`config.mk`:
```
export PLATFORM = sky130hd
export DESIGN_NAME = data_memory_controller
export DESIGN_NICKNAME = d
export VERILOG_FILES = /design/src/rtl/data_memory_controller_pkg.sv /design/src/rtl/data_memory_controller.sv
export SDC_FILE = /design/constraint.sdc
export NUM_CORES = 1
export LEC_CHECK = 0
export ABC_AREA = 1
export BUFFER_PORTS_ARGS = -buffer_cell sky130_fd_sc_hd__buf_2
export CAP_MARGIN = 20
export CORE_AREA = 5 5 202 204
export DETAILED_ROUTE_END_ITERATION = 8
export DIE_AREA = 0 0 207 209
export PLACE_DENSITY = 0.7
export SYNTH_ARGS = -nofsm -noshare
export SYNTH_HDL_FRONTEND = slang
export SYNTH_SLANG_ARGS = --single-unit
```
`constraint.sdc`:
```
create_clock -name clk -period 8 [get_ports clk]
set_input_delay 0.4 -clock clk [delete_from_list [all_inputs] [get_ports clk]]
set_output_delay 0.4 -clock clk [all_outputs]
set_load 0.005 [all_outputs]
```
`src/rtl/data_memory_controller_pkg.sv`:
```
// Shared types for the LSU <-> data-memory path.
//   data_t                : one data-memory word
//   data_memory_address_t : data-memory word address
//   mem_channel_state_t   : per-channel state of data_memory_controller
package data_memory_controller_pkg;

    localparam int DATA_WIDTH                = 16;
    localparam int DATA_MEMORY_ADDRESS_WIDTH = 8;

    typedef logic [DATA_WIDTH-1:0]                data_t;
    typedef logic [DATA_MEMORY_ADDRESS_WIDTH-1:0] data_memory_address_t;

    typedef enum logic [1:0] {
        CH_IDLE          = 2'd0,
        CH_READ_WAITING  = 2'd1,
        CH_WRITE_WAITING = 2'd2,
        CH_RELAYING      = 2'd3
    } mem_channel_state_t;

endpackage

```
`src/rtl/data_memory_controller.sv`:
```
// data_memory_controller: responder end of the LSU data-memory interface.
// Multiplexes read/write requests from NUM_CONSUMERS LSUs onto NUM_CHANNELS
// memory channels and returns completion as one-cycle ready pulses.
//
// Ports:
//   clk, reset                     clock; asynchronous active-high reset
//   consumer_read_*  / consumer_write_*   LSU side (valid/address/data in,
//                                          ready pulse and read data out)
//   mem_read_*       / mem_write_*        memory side, one set per channel
//   channel_state                  per-channel FSM state (debug visibility)
//
// Handshake: a consumer holds valid (and its address/data) until it sees its
// one-cycle ready pulse, then drops valid one cycle later. On the memory side
// the controller holds mem_*_valid with stable address/data until it samples
// mem_*_ready high, and drops valid on that same edge.
module data_memory_controller
    import data_memory_controller_pkg::*;
#(
    parameter int NUM_CONSUMERS = 8,
    parameter int NUM_CHANNELS  = 2
) (
    input  logic                      clk,
    input  logic                      reset,
    input  logic [NUM_CONSUMERS-1:0]  consumer_read_valid,
    input  data_memory_address_t      consumer_read_address  [NUM_CONSUMERS],
    output logic [NUM_CONSUMERS-1:0]  consumer_read_ready,
    output data_t                     consumer_read_data     [NUM_CONSUMERS],
    input  logic [NUM_CONSUMERS-1:0]  consumer_write_valid,
    input  data_memory_address_t      consumer_write_address [NUM_CONSUMERS],
    input  data_t                     consumer_write_data    [NUM_CONSUMERS],
    output logic [NUM_CONSUMERS-1:0]  consumer_write_ready,
    output logic [NUM_CHANNELS-1:0]   mem_read_valid,
    output data_memory_address_t      mem_read_address       [NUM_CHANNELS],
    input  logic [NUM_CHANNELS-1:0]   mem_read_ready,
    input  data_t                     mem_read_data          [NUM_CHANNELS],
    output logic [NUM_CHANNELS-1:0]   mem_write_valid,
    output data_memory_address_t      mem_write_address      [NUM_CHANNELS],
    output data_t                     mem_write_data         [NUM_CHANNELS],
    input  logic [NUM_CHANNELS-1:0]   mem_write_ready,
    output mem_channel_state_t        channel_state          [NUM_CHANNELS]
);

    localparam int CW = (NUM_CONSUMERS > 1) ? $clog2(NUM_CONSUMERS) : 1;
    typedef logic [CW-1:0] idx_t;

    idx_t                     channel_consumer [NUM_CHANNELS];
    idx_t                     rr_ptr           [NUM_CHANNELS];
    // A consumer stays claimed through CH_RELAYING, so a stale valid that is
    // still high after the ready pulse can never be picked up again.
    logic [NUM_CONSUMERS-1:0] claimed;

    logic pick_hit [NUM_CHANNELS];
    idx_t pick_idx [NUM_CHANNELS];

    // First set bit of req at or after ptr, wrapping; MSB of result = found.
    function automatic logic [CW:0] rr_pick(input logic [NUM_CONSUMERS-1:0] req,
                                            input idx_t ptr);
        logic found;
        idx_t idx;
        int   j;
        found = 1'b0;
        idx   = '0;
        for (int i = 0; i < NUM_CONSUMERS; i++) begin
            j = (int'(ptr) + i) % NUM_CONSUMERS;
            if (!found && req[j]) begin
                found = 1'b1;
                idx   = idx_t'(j);
            end
        end
        return {found, idx};
    endfunction

    // Claim chain: channels pick in ascending order and each pick is removed
    // from the candidates seen by the higher-numbered channels.
    always_comb begin
        logic [NUM_CONSUMERS-1:0] avail;
        logic [CW:0]              r;
        avail = (consumer_read_valid | consumer_write_valid) & ~claimed;
        r     = '0;
        for (int ch = 0; ch < NUM_CHANNELS; ch++) begin
            pick_hit[ch] = 1'b0;
            pick_idx[ch] = '0;
            r = rr_pick(avail, rr_ptr[ch]);
            if (channel_state[ch] == CH_IDLE && r[CW]) begin
                pick_hit[ch]       = 1'b1;
                pick_idx[ch]       = r[CW-1:0];
                avail[r[CW-1:0]]   = 1'b0;
            end
        end
    end

    always_ff @(posedge clk or posedge reset) begin
        if (reset) begin
            claimed              <= '0;
            consumer_read_ready  <= '0;
            consumer_write_ready <= '0;
            mem_read_valid       <= '0;
            mem_write_valid      <= '0;
            for (int c = 0; c < NUM_CONSUMERS; c++) begin
                consumer_read_data[c] <= '0;
            end
            for (int ch = 0; ch < NUM_CHANNELS; ch++) begin
                channel_state[ch]     <= CH_IDLE;
                channel_consumer[ch]  <= '0;
                rr_ptr[ch]            <= '0;
                mem_read_address[ch]  <= '0;
                mem_write_address[ch] <= '0;
                mem_write_data[ch]    <= '0;
            end
        end else begin
            // Ready outputs are pulses: cleared every cycle unless set below.
            consumer_read_ready  <= '0;
            consumer_write_ready <= '0;
            for (int ch = 0; ch < NUM_CHANNELS; ch++) begin
                case (channel_state[ch])
                    CH_IDLE: begin
                        if (pick_hit[ch]) begin
                            channel_consumer[ch]   <= pick_idx[ch];
                            claimed[pick_idx[ch]]  <= 1'b1;
                            // Read has priority when both valids are high.
                            if (consumer_read_valid[pick_idx[ch]]) begin
                                mem_read_valid[ch]   <= 1'b1;
                                mem_read_address[ch] <= consumer_read_address[pick_idx[ch]];
                                channel_state[ch]    <= CH_READ_WAITING;
                            end else begin
                                mem_write_valid[ch]   <= 1'b1;
                                mem_write_address[ch] <= consumer_write_address[pick_idx[ch]];
                                mem_write_data[ch]    <= consumer_write_data[pick_idx[ch]];
                                channel_state[ch]     <= CH_WRITE_WAITING;
                            end
                        end
                    end
                    CH_READ_WAITING: begin
                        if (mem_read_ready[ch]) begin
                            mem_read_valid[ch]                        <= 1'b0;
                            consumer_read_data[channel_consumer[ch]]  <= mem_read_data[ch];
                            consumer_read_ready[channel_consumer[ch]] <= 1'b1;
                            channel_state[ch]                         <= CH_RELAYING;
                        end
                    end
                    CH_WRITE_WAITING: begin
                        if (mem_write_ready[ch]) begin
                            mem_write_valid[ch]                        <= 1'b0;
                            consumer_write_ready[channel_consumer[ch]] <= 1'b1;
                            channel_state[ch]                          <= CH_RELAYING;
                        end
                    end
                    CH_RELAYING: begin
                        if (!consumer_read_valid[channel_consumer[ch]] &&
                            !consumer_write_valid[channel_consumer[ch]]) begin
                            claimed[channel_consumer[ch]] <= 1'b0;
                            rr_ptr[ch] <= (channel_consumer[ch] == idx_t'(NUM_CONSUMERS - 1)) ?
                                          '0 : channel_consumer[ch] + idx_t'(1);
                            channel_state[ch] <= CH_IDLE;
                        end
                    end
                    default: channel_state[ch] <= CH_IDLE;
                endcase
            end
        end
    end

endmodule

```
## After elaboration in Yosys (flattened, before gate mapping)

Index checks and enable logic that the tools add are counted.

- Register bits: 236
- Latch bits: 0
- Memory bits (writable): 0
- ROM bits: 0
- Input bits: 310
- Output and inout port bits: 216
- Word-level logic and storage cells: 382
- Memories: 0

- Add/subtract/negate cells: 16
- Multiply operators: 0
- Div/mod/pow operators: 0
- Magnitude comparators: 32
- Eq/ne operators: 20
- Shift operators: 0
- Multiplexer cells: 177
- Bitwise logic cells: 33
- Reductions and logical operators: 77

Operators with widths:

| cell | count |
|---|---|
| 128-bit 2-to-1 mux | 4 |
| 128-bit bitwise mux | 2 |
| 8-bit 2-to-1 mux | 21 |
| 16-bit binary-select mux with 3-bit select | 2 |
| 8-bit binary-select mux with 3-bit select | 4 |
| 16-bit demux with 3-bit select | 2 |
| 16-bit 2-to-1 mux | 6 |
| 1-bit 2-to-1 mux | 71 |
| 4-bit by 5-bit less-than comparator with 1-bit output (second input constant) | 14 |
| 1-bit binary-select mux with 3-bit select | 22 |
| 3-bit 2-to-1 mux | 20 |
| 3-bit OR reduction | 14 |
| 8-bit bitwise OR | 5 |
| 8-bit bitwise AND | 4 |
| 8-bit NOT | 4 |
| 8-bit one-hot mux with 2 select lines | 2 |
| 3-bit by 4-bit less-than comparator with 1-bit output (second input constant) | 7 |
| 1-bit logical AND | 25 |
| 3-bit adder (second input constant) | 8 |
| 4-bit AND reduction | 6 |
| 2-bit 2-to-1 mux | 10 |
| 2-bit != test (second input constant) | 10 |
| 1-bit logical NOT | 18 |
| 4-bit greater-or-equal comparator (second input constant) | 4 |
| 18 further kinds | 70 |

## Logic depth before layout (Yosys ltp)

Gate-level depths: netlist of the first run.

- Word-level depth: 66
- Depth in mapped cells: 41
- Gate-level depth less buffers: 39

## Worst setup path after synthesis of the first run

No wires, ideal clock.

- Kind: register to register
- Start point: reg rr_ptr[3] in the netlist's numbering
- End point: reg mem_write_data[1] in the netlist's numbering
- Library setup time: 0.121 ns
- Arrival time: 4.153 ns
- Data required time: 7.879 ns
- Setup slack: 3.726 ns
- Cell stages (with the launch flop): 37
- Path buffers: 4
- Period minus slack after synthesis: 4.274 ns
- Cell sequence: dfrtp_1 buf_6 inv_4 buf_6 ha_1 inv_1 nand3_2 nand3_1 nand2_2 nor2_2 nand4_2 nor2_4 nand3_1 nand3_2 nand2_4 inv_2 nand4_1 nand3_1 nand3_1 nand3_1 nand2_4 nor2_4 nand4_4 nor2_4 nand3_2 nand2_2 buf_12 nor2_2 nand2_4 nor2_4 nand2_2 nand2_4 nor2_8 nor2_8 buf_6 nand2_2 nand2_1

- Cells in the longest elaborated chain, start to end: 61
- Elaborated cells between the ends (all ways): 133
- Classes of those cells: 7 x add/sub; 2 x order compare; 88 x mux; 4 x bitwise; 32 x reduce/logical

RTL lines:

| item | RTL line | RTL |
|---|---|---|
| from (decl) | data_memory_controller.sv:47 | `idx_t rr_ptr [NUM_CHANNELS];` |
| from (signal, indexed assignment) | data_memory_controller.sv:152 | `rr_ptr[ch] <= (channel_consumer[ch] == idx_t'(NUM_CONSUMERS - 1)) ?` |
| 3-bit by 1-bit adder with 3-bit output or 1-bit binary-select mux with 3-bit select (tied branches) | data_memory_controller.sv:64, data_memory_controller.sv:65 |  |
| 1-bit binary-select mux with 3-bit select or 1-bit 2-to-1 mux (tied branches) | data_memory_controller.sv:65 | `if (!found && req[j]) begin` |
| 1-bit 2-to-1 mux (not written as such) | data_memory_controller.sv:65 |  |
| 1-bit 2-to-1 mux (not written as such) or 1-bit logical NOT (tied branches) | data_memory_controller.sv:65 |  |
| 1-bit logical AND | data_memory_controller.sv:65 |  |
| 1-bit 2-to-1 mux | data_memory_controller.sv:65 |  |
| 1-bit logical NOT | data_memory_controller.sv:65 |  |
| 1-bit logical AND | data_memory_controller.sv:65 |  |
| (+45 left out) | n/a |  |
| 1-bit logical AND | data_memory_controller.sv:65 |  |
| 1-bit 2-to-1 mux | data_memory_controller.sv:65 |  |
| 1-bit logical AND | data_memory_controller.sv:84 | `if (channel_state[ch] == CH_IDLE && r[CW]) begin` |
| 3-bit 2-to-1 mux | data_memory_controller.sv:84 |  |
| 1-bit binary-select mux with 3-bit select or 3-bit NOT with 4-bit output (tied branches) | data_memory_controller.sv:121, data_memory_controller.sv:128 |  |
| 1-bit 2-to-1 mux (not written as such) or 16-bit binary-select mux with 3-bit select (tied branches) | data_memory_controller.sv:121, data_memory_controller.sv:128 |  |
| 1-bit NOT (no line) or 16-bit 2-to-1 mux (tied branches) | n/a |  |
| 3-bit AND reduction (no line) or 16-bit 2-to-1 mux (tied branches) | n/a |  |
| to (signal, indexed assignment) | data_memory_controller.sv:128 | `mem_write_data[ch] <= consumer_write_data[pick_idx[ch]];` |
| to (decl) | data_memory_controller.sv:38 | `output data_t mem_write_data [NUM_CHANNELS],` |

Every way passes the cells marked *; elsewhere a longest branch is shown, timed or not. The select of a mux whose other input is x is not followed.
A chain may end at the register's enable or synchronous reset.

## Worst setup path in the final report of the first run

- Start point: reg rr_ptr[3] in the netlist's numbering
- End point: reg mem_read_address[2] in the netlist's numbering

- Cells in the longest elaborated chain, start to end: 61
- Elaborated cells between the ends (all ways): 132
- Classes of those cells: 7 x add/sub; 2 x order compare; 88 x mux; 3 x bitwise; 32 x reduce/logical

RTL lines:

| item | RTL line | RTL |
|---|---|---|
| 3-bit by 1-bit adder with 3-bit output or 1-bit binary-select mux with 3-bit select (tied branches) | data_memory_controller.sv:64, data_memory_controller.sv:65 |  |
| 1-bit binary-select mux with 3-bit select or 1-bit 2-to-1 mux (tied branches) | data_memory_controller.sv:65 |  |
| 1-bit 2-to-1 mux (not written as such) | data_memory_controller.sv:65 |  |
| 1-bit 2-to-1 mux (not written as such) or 1-bit logical NOT (tied branches) | data_memory_controller.sv:65 |  |
| 1-bit logical AND | data_memory_controller.sv:65 |  |
| 1-bit 2-to-1 mux | data_memory_controller.sv:65 |  |
| 1-bit logical NOT | data_memory_controller.sv:65 |  |
| 1-bit logical AND | data_memory_controller.sv:65 |  |
| (+44 left out) | n/a |  |
| 1-bit logical NOT | data_memory_controller.sv:65 |  |
| 1-bit logical AND | data_memory_controller.sv:65 |  |
| 1-bit 2-to-1 mux | data_memory_controller.sv:65 |  |
| 1-bit logical AND | data_memory_controller.sv:84 |  |
| 3-bit 2-to-1 mux | data_memory_controller.sv:84 |  |
| 3-bit NOT with 4-bit output (not written as such) | data_memory_controller.sv:123 | `mem_read_address[ch] <= consumer_read_address[pick_idx[ch]];` |
| 8-bit binary-select mux with 3-bit select | data_memory_controller.sv:123 |  |
| 8-bit 2-to-1 mux (not written as such) (2 in a row) | data_memory_controller.sv:123 |  |
| to (signal, indexed assignment) | data_memory_controller.sv:123 |  |
| to (decl) | data_memory_controller.sv:33 | `output data_memory_address_t mem_read_address [NUM_CHANNELS],` |

Marks and branches as above.

==> metrics.txt, run 1 <==
# TYPE chip_impl_metric gauge
chip_impl_info{name="holdCritPathClass",value="input port to register"} 1
chip_impl_metric{name="register_area",unit="sq um"} 5910
chip_impl_metric{name="tritoncts.num_buffers",unit=""} 28
chip_impl_metric{name="ys_seq_area_share",unit="%"} 34.8
chip_impl_metric{name="start_util",unit="%"} 43.4
chip_impl_metric{name="routabilityCongestion",unit=""} 1.01
chip_impl_metric{name="finalClockSkew",unit="ns"} 0.0279
chip_impl_metric{name="mappedNetlistArea",unit="sq um"} 17000
chip_impl_metric{name="number_of_global_route_vias_before_repair",unit=""} 19040
chip_impl_metric{name="timing_hold_violations_final",unit=""} 0
chip_impl_metric{name="die_w",unit="microns"} 207
chip_impl_metric{name="leakagePower",unit="nW"} 10.9
chip_impl_metric{name="power_frac_comb",unit="%"} 63.9
chip_impl_info{name="end_kind",value="register"} 1
chip_impl_metric{name="placement_rows",unit=""} 73
chip_impl_metric{name="worst_hold_path.num_cells",unit=""} 3
chip_impl_metric{name="arrival",unit="ns"} 7.02
chip_impl_metric{name="grt_pass1_wl",unit="microns"} 113000
chip_impl_metric{name="die_area",unit="sq um"} 43300
chip_impl_metric{name="nets",unit=""} 3293
chip_impl_metric{name="total_global_routing_track_utilization",unit="%"} 32.4
chip_impl_metric{name="globalRoute.totalOverflow",unit=""} 0
chip_impl_info{name="critical_path.top_delay_family",value="simple AND/OR/NAND/NOR gates"} 1
chip_impl_metric{name="cts_repair_resize_count",unit=""} 0
chip_impl_info{name="root_buffer",value="sky130_fd_sc_hd__clkbuf_16"} 1
chip_impl_metric{name="fillers",unit=""} 4032
chip_impl_metric{name="worstPathRequired",unit="ns"} 8.48
chip_impl_metric{name="drc",unit=""} 0
chip_impl_metric{name="portBuffers",unit=""} 525
chip_impl_metric{name="finalWirelength",unit="microns"} 74500
chip_impl_metric{name="cts-htree-levels",unit=""} 1
chip_impl_metric{name="drv_slew",unit=""} 0
chip_impl_info{name="synth_top_cell_by_area",value="sky130_fd_sc_hd__dfrtp_1"} 1
chip_impl_metric{name="layout.cells.non_filler",unit=""} 3526
chip_impl_metric{name="net_switching",unit="mW"} 5.28
chip_impl_metric{name="ports",unit=""} 526
chip_impl_metric{name="cp_num_cells",unit=""} 37
chip_impl_metric{name="clk_transition_reported_paths",unit="ns"} 0.07
chip_impl_metric{name="count_of_routing_violations_after_the_opening_detailed_route_iteration",unit=""} 2000
chip_impl_metric{name="report.power.total",unit="mW"} 9.86
chip_impl_info{name="rsz_0062_raised_after_global_routing",value="false"} 1
chip_impl_metric{name="clkSinkCount",unit=""} 236
chip_impl_metric{name="drive_gt1_share",unit="%"} 23.6
chip_impl_metric{name="design.core.area",unit="sq um"} 39100
chip_impl_metric{name="min_clock_period_post_route",unit="ns"} 6.54
chip_impl_metric{name="numPlacedInstances",unit=""} 3456
chip_impl_info{name="synth_area_leaders",value="sky130_fd_sc_hd__dfrtp_1 (35%), sky130_fd_sc_hd__nand2_1 (16%), sky130_fd_sc_hd__o21ai_0 (14%)"} 1
chip_impl_metric{name="cts-root-to-sink-buffers",unit=""} 3
chip_impl_metric{name="p_int",unit="mW"} 4.59
chip_impl_metric{name="syn_area_per_cell",unit="sq um"} 6.68
chip_impl_metric{name="synth_enable_flop_cells",unit=""} 0
chip_impl_metric{name="drv_cap",unit=""} 0
chip_impl_metric{name="number_of_iterations_in_the_first_detailed_routing_pass",unit=""} 6
chip_impl_metric{name="synthDistinctLibCells",unit=""} 48
chip_impl_info{name="cell_type_of_the_slowest_stage_on_the_worst_timing_path",value="sky130_fd_sc_hd__dfrtp_1"} 1
chip_impl_info{name="yosys_most_used_dff",value="sky130_fd_sc_hd__dfrtp_1"} 1
chip_impl_metric{name="worst_skew_pair.late_latency",unit="ns"} 0.57
chip_impl_metric{name="critPathBufInv",unit=""} 5
chip_impl_metric{name="critical_path.max_fanout",unit=""} 35
chip_impl_metric{name="power.clock.fraction",unit="%"} 13.6
chip_impl_info{name="outcome",value="completed"} 1
chip_impl_metric{name="hold_buffers",unit=""} 1
chip_impl_metric{name="stdcell_area",unit="sq um"} 20900
chip_impl_metric{name="crit_path_max_incr_delay",unit="ns"} 0.64
chip_impl_metric{name="vdd_ir_drop_max",unit="mV"} 0.286
chip_impl_metric{name="synth_top_area_share",unit="%"} 34.8
chip_impl_metric{name="power-per-cell-area",unit="nW/um^2"} 473
chip_impl_metric{name="number_of_antenna_violations_at_the_first_check_in_global_routing",unit=""} 17
chip_impl_metric{name="power.share.switching",unit="%"} 53.5
chip_impl_metric{name="die-height",unit="microns"} 209
chip_impl_metric{name="detailroute.via_count",unit=""} 20048
chip_impl_metric{name="placement.cell_area",unit="sq um"} 19800
chip_impl_metric{name="sequentialPowerShare",unit="%"} 22.5
chip_impl_metric{name="final_antenna_net_count",unit=""} 0
chip_impl_metric{name="logic_depth_of_the_worst_register_to_register_path",unit=""} 37
chip_impl_metric{name="grt_max_degree",unit=""} 184
chip_impl_metric{name="tightest_slew",unit="ns"} 1.07
chip_impl_metric{name="wl_per_cell",unit="microns"} 21.1
chip_impl_metric{name="post_cts_buffers",unit=""} 0
chip_impl_info{name="cts_tree",value="built"} 1
chip_impl_info{name="crit_path_start_kind",value="register"} 1
chip_impl_metric{name="setup_tns",unit="ns"} 0
chip_impl_metric{name="syn-num-nets",unit=""} 2867
chip_impl_metric{name="multi_input_logic_area",unit="sq um"} 9370
chip_impl_metric{name="instance_count_of_the_mapped_netlist",unit=""} 2541
chip_impl_metric{name="syn_to_final_growth",unit="%"} 23.0
chip_impl_metric{name="yosys_register_bits",unit=""} 236
chip_impl_metric{name="vias_per_cell",unit=""} 5.69
chip_impl_metric{name="endpoints_failing_setup",unit=""} 0
chip_impl_metric{name="detailed_place_hpwl",unit="microns"} 57300
chip_impl_info{name="timing_worst_setup_path_type",value="register to register"} 1
chip_impl_metric{name="timing.fmax",unit="MHz"} 153
chip_impl_metric{name="ys_warn_count",unit=""} 0
chip_impl_metric{name="timing.max_slew.rel_slack",unit="%"} 28.8
chip_impl_metric{name="post-route-period-util",unit="%"} 81.7
chip_impl_metric{name="synth-async-reset-ratio",unit="%"} 100
-- cells in the mapped netlist, types with 2 or more instances --
| cell type | number |
|---|---|
| sky130_fd_sc_hd__nor2_4 | 15 |
| sky130_fd_sc_hd__dfrtp_1 | 236 |
| sky130_fd_sc_hd__nor2_1 | 101 |
| sky130_fd_sc_hd__nor2_8 | 3 |
| sky130_fd_sc_hd__inv_4 | 4 |
| sky130_fd_sc_hd__nand4_1 | 44 |
| sky130_fd_sc_hd__ha_1 | 16 |
| sky130_fd_sc_hd__a32o_1 | 6 |
| sky130_fd_sc_hd__inv_2 | 9 |
| sky130_fd_sc_hd__nor2_2 | 9 |
| sky130_fd_sc_hd__clkbuf_1 | 105 |
| sky130_fd_sc_hd__a221oi_1 | 8 |
| sky130_fd_sc_hd__o22ai_1 | 11 |
| sky130_fd_sc_hd__a31oi_1 | 108 |
| sky130_fd_sc_hd__nor3_1 | 4 |
| sky130_fd_sc_hd__buf_6 | 5 |
| sky130_fd_sc_hd__o32ai_1 | 3 |
| sky130_fd_sc_hd__clkinv_1 | 2 |
| sky130_fd_sc_hd__buf_4 | 6 |
| sky130_fd_sc_hd__nand2_4 | 7 |
| sky130_fd_sc_hd__nand2_2 | 24 |
| sky130_fd_sc_hd__xnor2_1 | 4 |
| sky130_fd_sc_hd__nand2_1 | 703 |
| sky130_fd_sc_hd__a21oi_1 | 151 |
| sky130_fd_sc_hd__or2_2 | 3 |
| sky130_fd_sc_hd__inv_1 | 258 |
| sky130_fd_sc_hd__a22o_1 | 32 |
| sky130_fd_sc_hd__buf_1 | 17 |
| sky130_fd_sc_hd__nand3_2 | 15 |
| sky130_fd_sc_hd__a22oi_1 | 3 |
| sky130_fd_sc_hd__o21ai_0 | 466 |
| sky130_fd_sc_hd__o21ai_1 | 31 |
| sky130_fd_sc_hd__o221ai_1 | 7 |
| sky130_fd_sc_hd__nand4_2 | 3 |
| sky130_fd_sc_hd__buf_2 | 23 |
| sky130_fd_sc_hd__nand3_1 | 87 |
-- power by group through the flow --
stage	registers, mW	logic, mW	clock network [mW]
2_1_floorplan	2.10	4.25	0
4_1_cts	2.21	6.25	1.35
3_5_place_dp	2.22	6.23	0
5_1_grt	2.27	6.97	1.40
6_report	2.22	6.30	1.34
3_3_place_gp	2.21	6.18	0
-- logic make-up after synthesis --
| logic type | share of synthesized area [%] |
|---|---|
| XOR/XNOR | 0.258 |
| buffers and inverters | 10.2 |
| AND/OR/NAND/NOR | 26.6 |
| flip-flops | 34.8 |
| adder cells (fa/ha/maj) | 1.18 |
| AO/OA/AOI/OAI | 26.9 |
-- through the flow --
step	hold slack [ns]	utilization [%]	worst slack (ns)
finish	0.0861	53.4	1.46
global route	0.0974	53.3	0.888
CTS	0.0634	53.1	1.49
detailed placement	0.468	50.6	1.57
global placement	0.463	50.6	1.73
floorplan	0.464	-	1.13
-- flip-flops by register name, summed over array words and instances (netlist names) --
signal / count
mem_read_address: 16
consumer_read_ready: 8
channel_consumer: 6
mem_write_data: 32
consumer_write_ready: 8
claimed: 8
mem_read_valid: 2
consumer_read_data: 128
channel_state: 4
rr_ptr: 6
mem_write_address: 16
mem_write_valid: 2
-- worst paths after layout --
kind	slack (ns)	from	to
worst max-delay path	1.46	rr_ptr[3]	mem_read_address[2]
worst min-delay path	0.09	mem_read_data[7]	consumer_read_data[39]
worst max register to register	1.46	rr_ptr[3]	mem_read_address[2]
worst min register to register	0.48	mem_read_address[9]	mem_read_address[9]
max in group asynchronous	6.12	reset	consumer_read_data[115]
min in group asynchronous	0.52	reset	mem_write_address[11]
-- layer usage --
layer	track usage [%]	wire length, microns	share of wire (%)
met1	41.2	29100	39
met3	6.37	6500	8.7
met5	0	74	0.099
met2	53.5	34800	47
met4	14.9	4000	5.4
-- worst reg2reg max path, delay by kind of cell, from the launching register on --
family / cells / cell delay (ns)
flip-flops: 1 / 0.64
AND/OR/NAND/NOR: 31 / 4.18
buffers and inverters: 5 / 1.19
adder cells (fa/ha/maj): 1 / 0.44
-- final cells by class --
type | instances | area share (%)
clock inverters | 13 | 0.797
multi-input cells | 1875 | 44.9
diodes | 13 | 0.156
well taps | 525 | 3.15
flip-flops and latches | 236 | 28.3
inverters | 273 | 5.02
repair buffers | 553 | 13.9
clock buffers | 38 | 3.78
-- cells in the final DEF (no fill, tap or decap), types with 5 or more instances in the layout --
| cell type | count |
|---|---|
| sky130_fd_sc_hd__nand2_4 | 7 |
| sky130_fd_sc_hd__ha_1 | 16 |
| sky130_fd_sc_hd__nand3_1 | 87 |
| sky130_fd_sc_hd__o21ai_1 | 31 |
| sky130_fd_sc_hd__o221ai_1 | 7 |
| sky130_fd_sc_hd__inv_1 | 255 |
| sky130_fd_sc_hd__nor2_1 | 93 |
| sky130_fd_sc_hd__nor2_4 | 19 |
| sky130_fd_sc_hd__a31oi_1 | 108 |
| sky130_fd_sc_hd__buf_2 | 525 |
| sky130_fd_sc_hd__clkbuf_8 | 5 |
| sky130_fd_sc_hd__clkbuf_1 | 5 |
| sky130_fd_sc_hd__nand3_2 | 15 |
| sky130_fd_sc_hd__a221oi_1 | 8 |
| sky130_fd_sc_hd__dfrtp_1 | 236 |
| sky130_fd_sc_hd__clkinv_2 | 5 |
| sky130_fd_sc_hd__inv_2 | 10 |
| sky130_fd_sc_hd__o22ai_1 | 11 |
| sky130_fd_sc_hd__nor2_2 | 13 |
| sky130_fd_sc_hd__nand2_1 | 703 |
| sky130_fd_sc_hd__a32o_1 | 6 |
| sky130_fd_sc_hd__buf_4 | 21 |
| sky130_fd_sc_hd__a22o_1 | 32 |
| sky130_fd_sc_hd__a21oi_1 | 151 |
| sky130_fd_sc_hd__clkbuf_16 | 28 |
| sky130_fd_sc_hd__o21ai_0 | 466 |
| sky130_fd_sc_hd__nand2_2 | 24 |
| sky130_fd_sc_hd__nand4_1 | 44 |
| sky130_fd_sc_hd__diode_2 | 13 |
Power figures use the tool's default switching activity.
==> run 2: changes to the inputs <==
==> constraint.sdc (replaced) <==
create_clock -name clk -period 6.5 [get_ports clk]
set_input_delay 0.325 -clock clk [delete_from_list [all_inputs] [get_ports clk]]
set_output_delay 0.325 -clock clk [all_outputs]
set_load 0.005 [all_outputs]
==> run 2 against run 1 <==
Setup slack got worse by 0.80 ns. Core utilization grew 0.23 points. Register-to-register slack lost 0.80 ns. Flip-flop and latch count unchanged. Maximum frequency increased by 12%. Wire length rose by 0.30%. Worst hold slack got worse by 0.061 ns. Non-clock buffer count is 8 higher. Critical path depth fell by 6. Clock-buffer cell count shrank 1. Combinational power rose by 24%. Total power up 24%. Critical path type unchanged.
==> metrics.txt, run 2 (synthesis gave the netlist of run 1 again) <==
# TYPE chip_impl_metric gauge
chip_impl_metric{name="worst_skew_pair.late_latency",unit="ns"} 0.56
chip_impl_info{name="end_kind",value="register"} 1
chip_impl_metric{name="detailed_place_hpwl",unit="microns"} 57700
chip_impl_metric{name="drc",unit=""} 0
chip_impl_info{name="root_buffer",value="sky130_fd_sc_hd__clkbuf_16"} 1
chip_impl_metric{name="setup_tns",unit="ns"} 0
chip_impl_metric{name="wl_met1",unit="microns"} 29800
chip_impl_metric{name="drv_slew",unit=""} 0
chip_impl_metric{name="postLayoutSetupSlackWorst",unit="ns"} 0.661
chip_impl_metric{name="drive_gt1_share",unit="%"} 23.6
chip_impl_info{name="largestRegisters",value="consumer_read_data x128, mem_write_data x32"} 1
chip_impl_metric{name="die-height",unit="microns"} 209
chip_impl_metric{name="timing.fmax",unit="MHz"} 171
chip_impl_metric{name="layout.cells.non_filler",unit=""} 3528
chip_impl_info{name="layout_commonest_cell",value="sky130_fd_sc_hd__nand2_1"} 1
chip_impl_metric{name="post-route-util",unit="%"} 53.6
chip_impl_metric{name="largest_register_ff_count",unit=""} 128
chip_impl_metric{name="placement_rows",unit=""} 73
chip_impl_metric{name="cts-htree-levels",unit=""} 1
chip_impl_info{name="worstHoldStart",value="mem_read_data[1]"} 1
chip_impl_metric{name="grt_max_degree",unit=""} 165
chip_impl_metric{name="endpoints_failing_setup",unit=""} 0
chip_impl_info{name="most-common-layout-cells",value="sky130_fd_sc_hd__nand2_1 (703), sky130_fd_sc_hd__buf_2 (525), sky130_fd_sc_hd__o21ai_0 (466), sky130_fd_sc_hd__inv_1 (255), sky130_fd_sc_hd__dfrtp_1 (236)"} 1
chip_impl_metric{name="worstPathRequired",unit="ns"} 6.94
chip_impl_metric{name="vdd_ir_drop_max",unit="mV"} 0.271
chip_impl_metric{name="design.core.area",unit="sq um"} 39100
chip_impl_metric{name="routabilityCongestion",unit=""} 1.01
chip_impl_info{name="holdCritPathClass",value="input port to register"} 1
chip_impl_metric{name="tritoncts.num_buffers",unit=""} 27
chip_impl_metric{name="number_of_global_route_vias_before_repair",unit=""} 19143
chip_impl_info{name="cts_tree",value="built"} 1
chip_impl_metric{name="die_w",unit="microns"} 207
chip_impl_info{name="crit_top_cell",value="sky130_fd_sc_hd__nand2_1"} 1
chip_impl_metric{name="globalRoute.totalOverflow",unit=""} 0
chip_impl_metric{name="detailroute.via_count",unit=""} 19988
chip_impl_metric{name="number_of_antenna_violations_at_the_first_check_in_global_routing",unit=""} 12
chip_impl_metric{name="vias_per_cell",unit=""} 5.67
chip_impl_metric{name="clkSinkCount",unit=""} 236
chip_impl_metric{name="numPlacedInstances",unit=""} 3458
chip_impl_metric{name="dr_wl_met3",unit="microns"} 6240
chip_impl_info{name="cell_type_of_the_slowest_stage_on_the_worst_timing_path",value="sky130_fd_sc_hd__dfrtp_1"} 1
chip_impl_metric{name="count_of_routing_violations_after_the_opening_detailed_route_iteration",unit=""} 1832
chip_impl_metric{name="post-route-period-util",unit="%"} 89.8
chip_impl_metric{name="logic_depth_of_the_worst_register_to_register_path",unit=""} 31
chip_impl_metric{name="met2WireLength",unit="microns"} 35200
chip_impl_metric{name="arrival",unit="ns"} 6.28
chip_impl_info{name="hold_path_end",value="consumer_read_data[33]"} 1
chip_impl_metric{name="ports",unit=""} 526
chip_impl_metric{name="finalClockSkew",unit="ns"} 0.0123
chip_impl_metric{name="number_of_iterations_in_the_first_detailed_routing_pass",unit=""} 8
chip_impl_metric{name="wl_per_cell",unit="microns"} 21.2
chip_impl_metric{name="clk_transition_reported_paths",unit="ns"} 0.06
chip_impl_metric{name="tightest_slew",unit="ns"} 1.02
chip_impl_metric{name="leakagePower",unit="nW"} 11.0
chip_impl_metric{name="nets",unit=""} 3300
chip_impl_metric{name="crit_path_max_incr_delay",unit="ns"} 0.57
chip_impl_metric{name="timing.max_slew.rel_slack",unit="%"} 32.1
chip_impl_metric{name="die_area",unit="sq um"} 43300
chip_impl_metric{name="total_global_routing_track_utilization",unit="%"} 32.7
chip_impl_metric{name="cts-root-to-sink-buffers",unit=""} 3
chip_impl_metric{name="portBuffers",unit=""} 525
chip_impl_metric{name="setup.reg_to_reg.worst_slack",unit="ns"} 0.66
chip_impl_info{name="reg2reg_from",value="rr_ptr[3]"} 1
chip_impl_metric{name="drv_cap",unit=""} 0
chip_impl_metric{name="worst_hold_path.num_cells",unit=""} 3
chip_impl_metric{name="start_util",unit="%"} 43.4
chip_impl_metric{name="finalWirelength",unit="microns"} 74700
chip_impl_metric{name="min_clock_period_post_route",unit="ns"} 5.84
chip_impl_metric{name="syn_to_final_growth",unit="%"} 23.6
chip_impl_metric{name="post_cts_buffers",unit=""} 0
chip_impl_metric{name="power-per-cell-area",unit="nW/um^2"} 583
chip_impl_info{name="timing_worst_setup_path_type",value="register to register"} 1
chip_impl_info{name="rr_endpoint",value="mem_write_data[2]"} 1
chip_impl_info{name="dr.max_layer_used",value="met5"} 1
chip_impl_metric{name="preCtsSetupSlack",unit="ns"} 0.748
chip_impl_info{name="crit_path_start_kind",value="register"} 1
chip_impl_metric{name="grt_pass1_wl",unit="microns"} 114000
chip_impl_metric{name="critical_path.max_fanout",unit=""} 164
chip_impl_info{name="rsz_0062_raised_after_global_routing",value="false"} 1
chip_impl_info{name="largest_register",value="consumer_read_data"} 1
chip_impl_metric{name="timing_hold_violations_final",unit=""} 0
chip_impl_info{name="outcome",value="completed"} 1
chip_impl_metric{name="final_antenna_net_count",unit=""} 0
## run 2: worst max-delay path by stage
| stage | startpoint | endpoint | slack [ns] | cells past startpoint |
|---|---|---|---|---|
| global route | rr_ptr[3] | mem_write_data[2] | 0.04 | 32 |
| detailed placement | rr_ptr[3] | mem_write_data[2] | 0.75 | 31 |
| floorplan | rr_ptr[3] | mem_write_data[1] | 2.23 | 36 |
| finish | rr_ptr[3] | mem_write_data[2] | 0.66 | 31 |
| CTS | rr_ptr[3] | mem_write_data[2] | 0.73 | 31 |
| global placement | rr_ptr[3] | mem_write_data[2] | 0.91 | 31 |
## run 2: report_power, final
group | total [mW] | switching, mW | internal (mW) | leakage (nW)
clock network | 1.68 | 0.681 | 1.00 | 0.476
registers | 2.74 | 0.567 | 2.17 | 2.89
logic | 7.80 | 5.28 | 2.52 | 7.62
## run 2: timing repair
| action | in CTS | in global routing |
|---|---|---|
| gates resized for setup | 0 | 1 |
| endpoints found under the setup margin | 0 | 1 |
| hold buffers | 6 | 1 |
| endpoints found under the hold margin | 6 | 35 |
## run 2: worst max-delay path, delay by kind of cell (launching register included)
family          cells  cell delay (ns)
compound gates      2             0.57
buf+inv             4             0.90
flops               1             0.57
fa+ha+maj           1             0.41
simple gates       24             3.17
## run 2: final cells by class
cell class	count	area, sq um
Fill cell	3976	18100
Multi-Input combinational cell	1875	9370
Sequential cell	236	5910
Timing Repair Buffer	561	2990
Inverter	273	1040
Clock buffer	37	773
Tap cell	525	657
Clock inverter	13	201
Antenna cell	8	20.0
## run 2: per-stage QoR
stage	total power, mW	hold WS (ns)	instance area (sq um)
2_1_floorplan	7.82	0.446	17000
3_3_place_gp	10.3	0.460	19800
3_5_place_dp	10.4	0.469	19800
4_1_cts	12.1	0.000235	20800
5_1_grt	13.2	0.0349	21000
6_report	12.2	0.0252	21000
## run 2: layer usage
layer | GRT usage [%] | vias to the layer above
li1 | - | 9402
met1 | 42.8 | 9393
met2 | 54.0 | 1002
met3 | 5.84 | 183
met4 | 13.4 | 8
met5 | 0 | -
==> run 3: changes to the inputs <==
--- a/config.mk
+++ b/config.mk
@@ -8,10 +8,10 @@
 export ABC_AREA = 1
 export BUFFER_PORTS_ARGS = -buffer_cell sky130_fd_sc_hd__buf_2
 export CAP_MARGIN = 20
-export CORE_AREA = 5 5 202 204
+export CORE_AREA = 5 5 201 203
 export DETAILED_ROUTE_END_ITERATION = 8
-export DIE_AREA = 0 0 207 209
-export PLACE_DENSITY = 0.7
+export DIE_AREA = 0 0 206 208
+export PLACE_DENSITY = 0.71
 export SYNTH_ARGS = -nofsm -noshare
 export SYNTH_HDL_FRONTEND = slang
 export SYNTH_SLANG_ARGS = --single-unit
==> constraint.sdc (replaced) <==
create_clock -name clk -period 7.3 [get_ports clk]
set_input_delay 0.365 -clock clk [delete_from_list [all_inputs] [get_ports clk]]
set_output_delay 0.365 -clock clk [all_outputs]
set_load 0.005 [all_outputs]
==> run 3 against run 2 <==
Critical path depth rose by 4. Wire length rose by 0.50%. Clock power fell by 4%. Register-to-register slack improved by 0.41 ns. Combinational power fell by 11%. Sequential share of layout area barely moved. Design area barely moved. Global-route usage rose by 0.74 points. First-iteration DRC count rose by 8.2%. Critical path type unchanged. Setup slack improved by 0.41 ns. Maximum frequency fell by 6.2%.
==> metrics.txt, run 3 (synthesis gave the netlist of run 1 again) <==
# TYPE chip_impl_metric gauge
chip_impl_info{name="outcome",value="completed"} 1
chip_impl_metric{name="nets",unit=""} 3292
chip_impl_info{name="worstHoldStart",value="mem_read_data[4]"} 1
chip_impl_metric{name="power.share.switching",unit="%"} 53.1
chip_impl_metric{name="post-route-util",unit="%"} 54.7
chip_impl_metric{name="power-per-cell-area",unit="nW/um^2"} 524
chip_impl_metric{name="placement_rows",unit=""} 72
chip_impl_metric{name="finalClockSkew",unit="ns"} 0.0173
chip_impl_metric{name="portBuffers",unit=""} 525
chip_impl_metric{name="post-route-period-util",unit="%"} 85.3
chip_impl_metric{name="clkSinkCount",unit=""} 236
chip_impl_metric{name="tritoncts.num_buffers",unit=""} 28
chip_impl_metric{name="postLayoutSetupSlackWorst",unit="ns"} 1.08
chip_impl_info{name="crit_path_start_kind",value="register"} 1
chip_impl_metric{name="die_w",unit="microns"} 206
chip_impl_metric{name="grt_max_degree",unit=""} 217
chip_impl_metric{name="critical_path.max_fanout",unit=""} 35
chip_impl_info{name="reg2reg_from",value="rr_ptr[3]"} 1
chip_impl_metric{name="timing.max_slew.rel_slack",unit="%"} 23.8
chip_impl_metric{name="timing.fmax",unit="MHz"} 161
chip_impl_metric{name="design.core.area",unit="sq um"} 38300
chip_impl_metric{name="number_of_iterations_in_the_first_detailed_routing_pass",unit=""} 6
chip_impl_metric{name="cts-root-to-sink-buffers",unit=""} 3
chip_impl_metric{name="largest_register_ff_count",unit=""} 128
chip_impl_metric{name="drv_cap",unit=""} 0
chip_impl_info{name="largest_register",value="consumer_read_data"} 1
chip_impl_info{name="crit_top_cell",value="sky130_fd_sc_hd__nand2_1"} 1
chip_impl_metric{name="net_switching",unit="mW"} 5.82
chip_impl_metric{name="vias_per_cell",unit=""} 5.72
chip_impl_metric{name="cts-htree-levels",unit=""} 1
chip_impl_info{name="worst_setup_path_start",value="rr_ptr[3]"} 1
chip_impl_metric{name="arrival",unit="ns"} 6.73
chip_impl_info{name="largestRegisters",value="consumer_read_data x128, mem_write_data x32"} 1
chip_impl_metric{name="detailed_place_hpwl",unit="microns"} 56600
chip_impl_metric{name="crit_path_max_incr_delay",unit="ns"} 0.89
chip_impl_metric{name="finalWirelength",unit="microns"} 75100
chip_impl_metric{name="number_of_antenna_violations_at_the_first_check_in_global_routing",unit=""} 22
chip_impl_metric{name="fillers",unit=""} 3809
chip_impl_metric{name="globalRoute.totalOverflow",unit=""} 0
chip_impl_metric{name="clk_transition_reported_paths",unit="ns"} 0.06
chip_impl_metric{name="setup_tns",unit="ns"} 0
chip_impl_metric{name="worst_hold_path.num_cells",unit=""} 3
chip_impl_metric{name="final_antenna_net_count",unit=""} 0
chip_impl_metric{name="syn_to_final_growth",unit="%"} 23.5
chip_impl_metric{name="fin_worst_hold_slack",unit="ns"} 0.0350
chip_impl_metric{name="worst_skew_pair.late_latency",unit="ns"} 0.58
chip_impl_metric{name="total_global_routing_track_utilization",unit="%"} 33.5
chip_impl_metric{name="drv_slew",unit=""} 0
chip_impl_metric{name="drive_gt1_share",unit="%"} 23.7
chip_impl_metric{name="number_of_global_route_vias_before_repair",unit=""} 19087
chip_impl_metric{name="die_area",unit="sq um"} 42800
chip_impl_metric{name="leakagePower",unit="nW"} 11.0
chip_impl_metric{name="grt_pass1_wl",unit="microns"} 114000
chip_impl_metric{name="placement.cell_area",unit="sq um"} 19800
chip_impl_metric{name="worstPathRequired",unit="ns"} 7.81
chip_impl_info{name="rsz_0062_raised_after_global_routing",value="false"} 1
chip_impl_info{name="layout_commonest_cell",value="sky130_fd_sc_hd__nand2_1"} 1
chip_impl_metric{name="die-height",unit="microns"} 208
chip_impl_metric{name="logic_depth_of_the_worst_register_to_register_path",unit=""} 35
chip_impl_metric{name="ports",unit=""} 526
chip_impl_metric{name="start_util",unit="%"} 44.3
chip_impl_metric{name="preCtsSetupSlack",unit="ns"} 1.16
chip_impl_info{name="holdCritPathClass",value="input port to register"} 1
chip_impl_metric{name="tightest_slew",unit="ns"} 1.14
chip_impl_metric{name="stdcell_area",unit="sq um"} 21000
chip_impl_info{name="root_buffer",value="sky130_fd_sc_hd__clkbuf_16"} 1
chip_impl_metric{name="count_of_routing_violations_after_the_opening_detailed_route_iteration",unit=""} 1982
chip_impl_metric{name="timing_hold_violations_final",unit=""} 0
chip_impl_info{name="cts_tree",value="built"} 1
chip_impl_info{name="most-common-layout-cells",value="sky130_fd_sc_hd__nand2_1 (703), sky130_fd_sc_hd__buf_2 (525), sky130_fd_sc_hd__o21ai_0 (466), sky130_fd_sc_hd__inv_1 (254), sky130_fd_sc_hd__dfrtp_1 (236)"} 1
chip_impl_metric{name="vdd_ir_drop_max",unit="mV"} 0.369
chip_impl_info{name="timing_worst_setup_path_type",value="register to register"} 1
chip_impl_metric{name="detailroute.via_count",unit=""} 20144
chip_impl_metric{name="min_clock_period_post_route",unit="ns"} 6.22
chip_impl_metric{name="wl_per_cell",unit="microns"} 21.3
chip_impl_metric{name="routabilityCongestion",unit=""} 0.993
chip_impl_metric{name="endpoints_failing_setup",unit=""} 0
chip_impl_metric{name="drc",unit=""} 0
chip_impl_info{name="end_kind",value="register"} 1
chip_impl_info{name="cell_type_of_the_slowest_stage_on_the_worst_timing_path",value="sky130_fd_sc_hd__nor2_4"} 1
chip_impl_metric{name="power_frac_comb",unit="%"} 63.2
chip_impl_metric{name="power.clock.fraction",unit="%"} 14.7
chip_impl_metric{name="p_int",unit="mW"} 5.15
chip_impl_metric{name="sequentialPowerShare",unit="%"} 22.1
run 3: changes by cell type in the layout (fill, tap and decap cells not counted), sizes merged:
cell	before	now
dlygate4sd3	7	1
clkbuf	37	33
diode	8	13
clkinv	7	9
buf	554	551
bufinv	4	7
inv	273	271
clkinvlp	2	5
run 3: worst paths after layout:
path / to / slack [ns]
min in group asynchronous: rr_ptr[5] / 0.47
max reg2reg: mem_write_data[15] / 1.08
min reg2reg: mem_read_valid[0] / 0.49
max in group asynchronous: mem_write_data[16] / 5.32
min: consumer_read_data[36] / 0.03
max: mem_write_data[15] / 1.08
run 3: power groups by stage:
stage | Clock (mW) | Sequential, mW | Combinational (mW)
6_report | 1.61 | 2.42 | 6.94
5_1_grt | 1.69 | 2.48 | 7.66
4_1_cts | 1.63 | 2.41 | 6.86
3_5_place_dp | 0 | 2.43 | 6.84
3_3_place_gp | 0 | 2.42 | 6.79
2_1_floorplan | 0 | 2.31 | 4.65
run 3: routing by layer:
| metal | global-route usage, % | part of all wire (%) | vias up | wire length, microns |
|---|---|---|---|---|
| met5 | 0 | 0.14 | - | 107 |
| met1 | 42.6 | 38 | 9361 | 28700 |
| li1 | - | - | 9395 | - |
| met4 | 19.4 | 6.8 | 16 | 5110 |
| met2 | 52.9 | 46 | 1111 | 34300 |
| met3 | 6.66 | 9.1 | 261 | 6850 |
run 3: what timing repair did:
| action | CTS | global route |
|---|---|---|
| resized for setup | 0 | 0 |
| hold buffers | 1 | 0 |
| endpoints found under the hold margin | 110 | 0 |
| setup buffers | 0 | 0 |
run 3: final cells by class:
cell class	count	area (sq um)	area share (%)
inverter	273	1050	5.00
clock inverter	19	319	1.52
antenna	13	32.5	0.155
tap	518	648	3.09
timing repair buffer	552	2890	13.8
sequential	236	5910	28.2
multi-input combinational	1875	9370	44.7
clock buffer	33	749	3.58
run 3: through the flow:
step                cells  power (mW)
floorplan            2541        6.96
global placement     3449        9.20
detailed placement   3449        9.27
CTS                  3502        10.9
global route         3516        11.8
finish               3519        11.0
run 3: worst max-delay path: cells and delay by family, from the launching register on:
kind                     cells  cell delay, ns
AND/OR/NAND/NOR             30            4.50
flip-flops                   1            0.60
adder cells (fa/ha/maj)      1            0.42
buffers and inverters        4            0.59
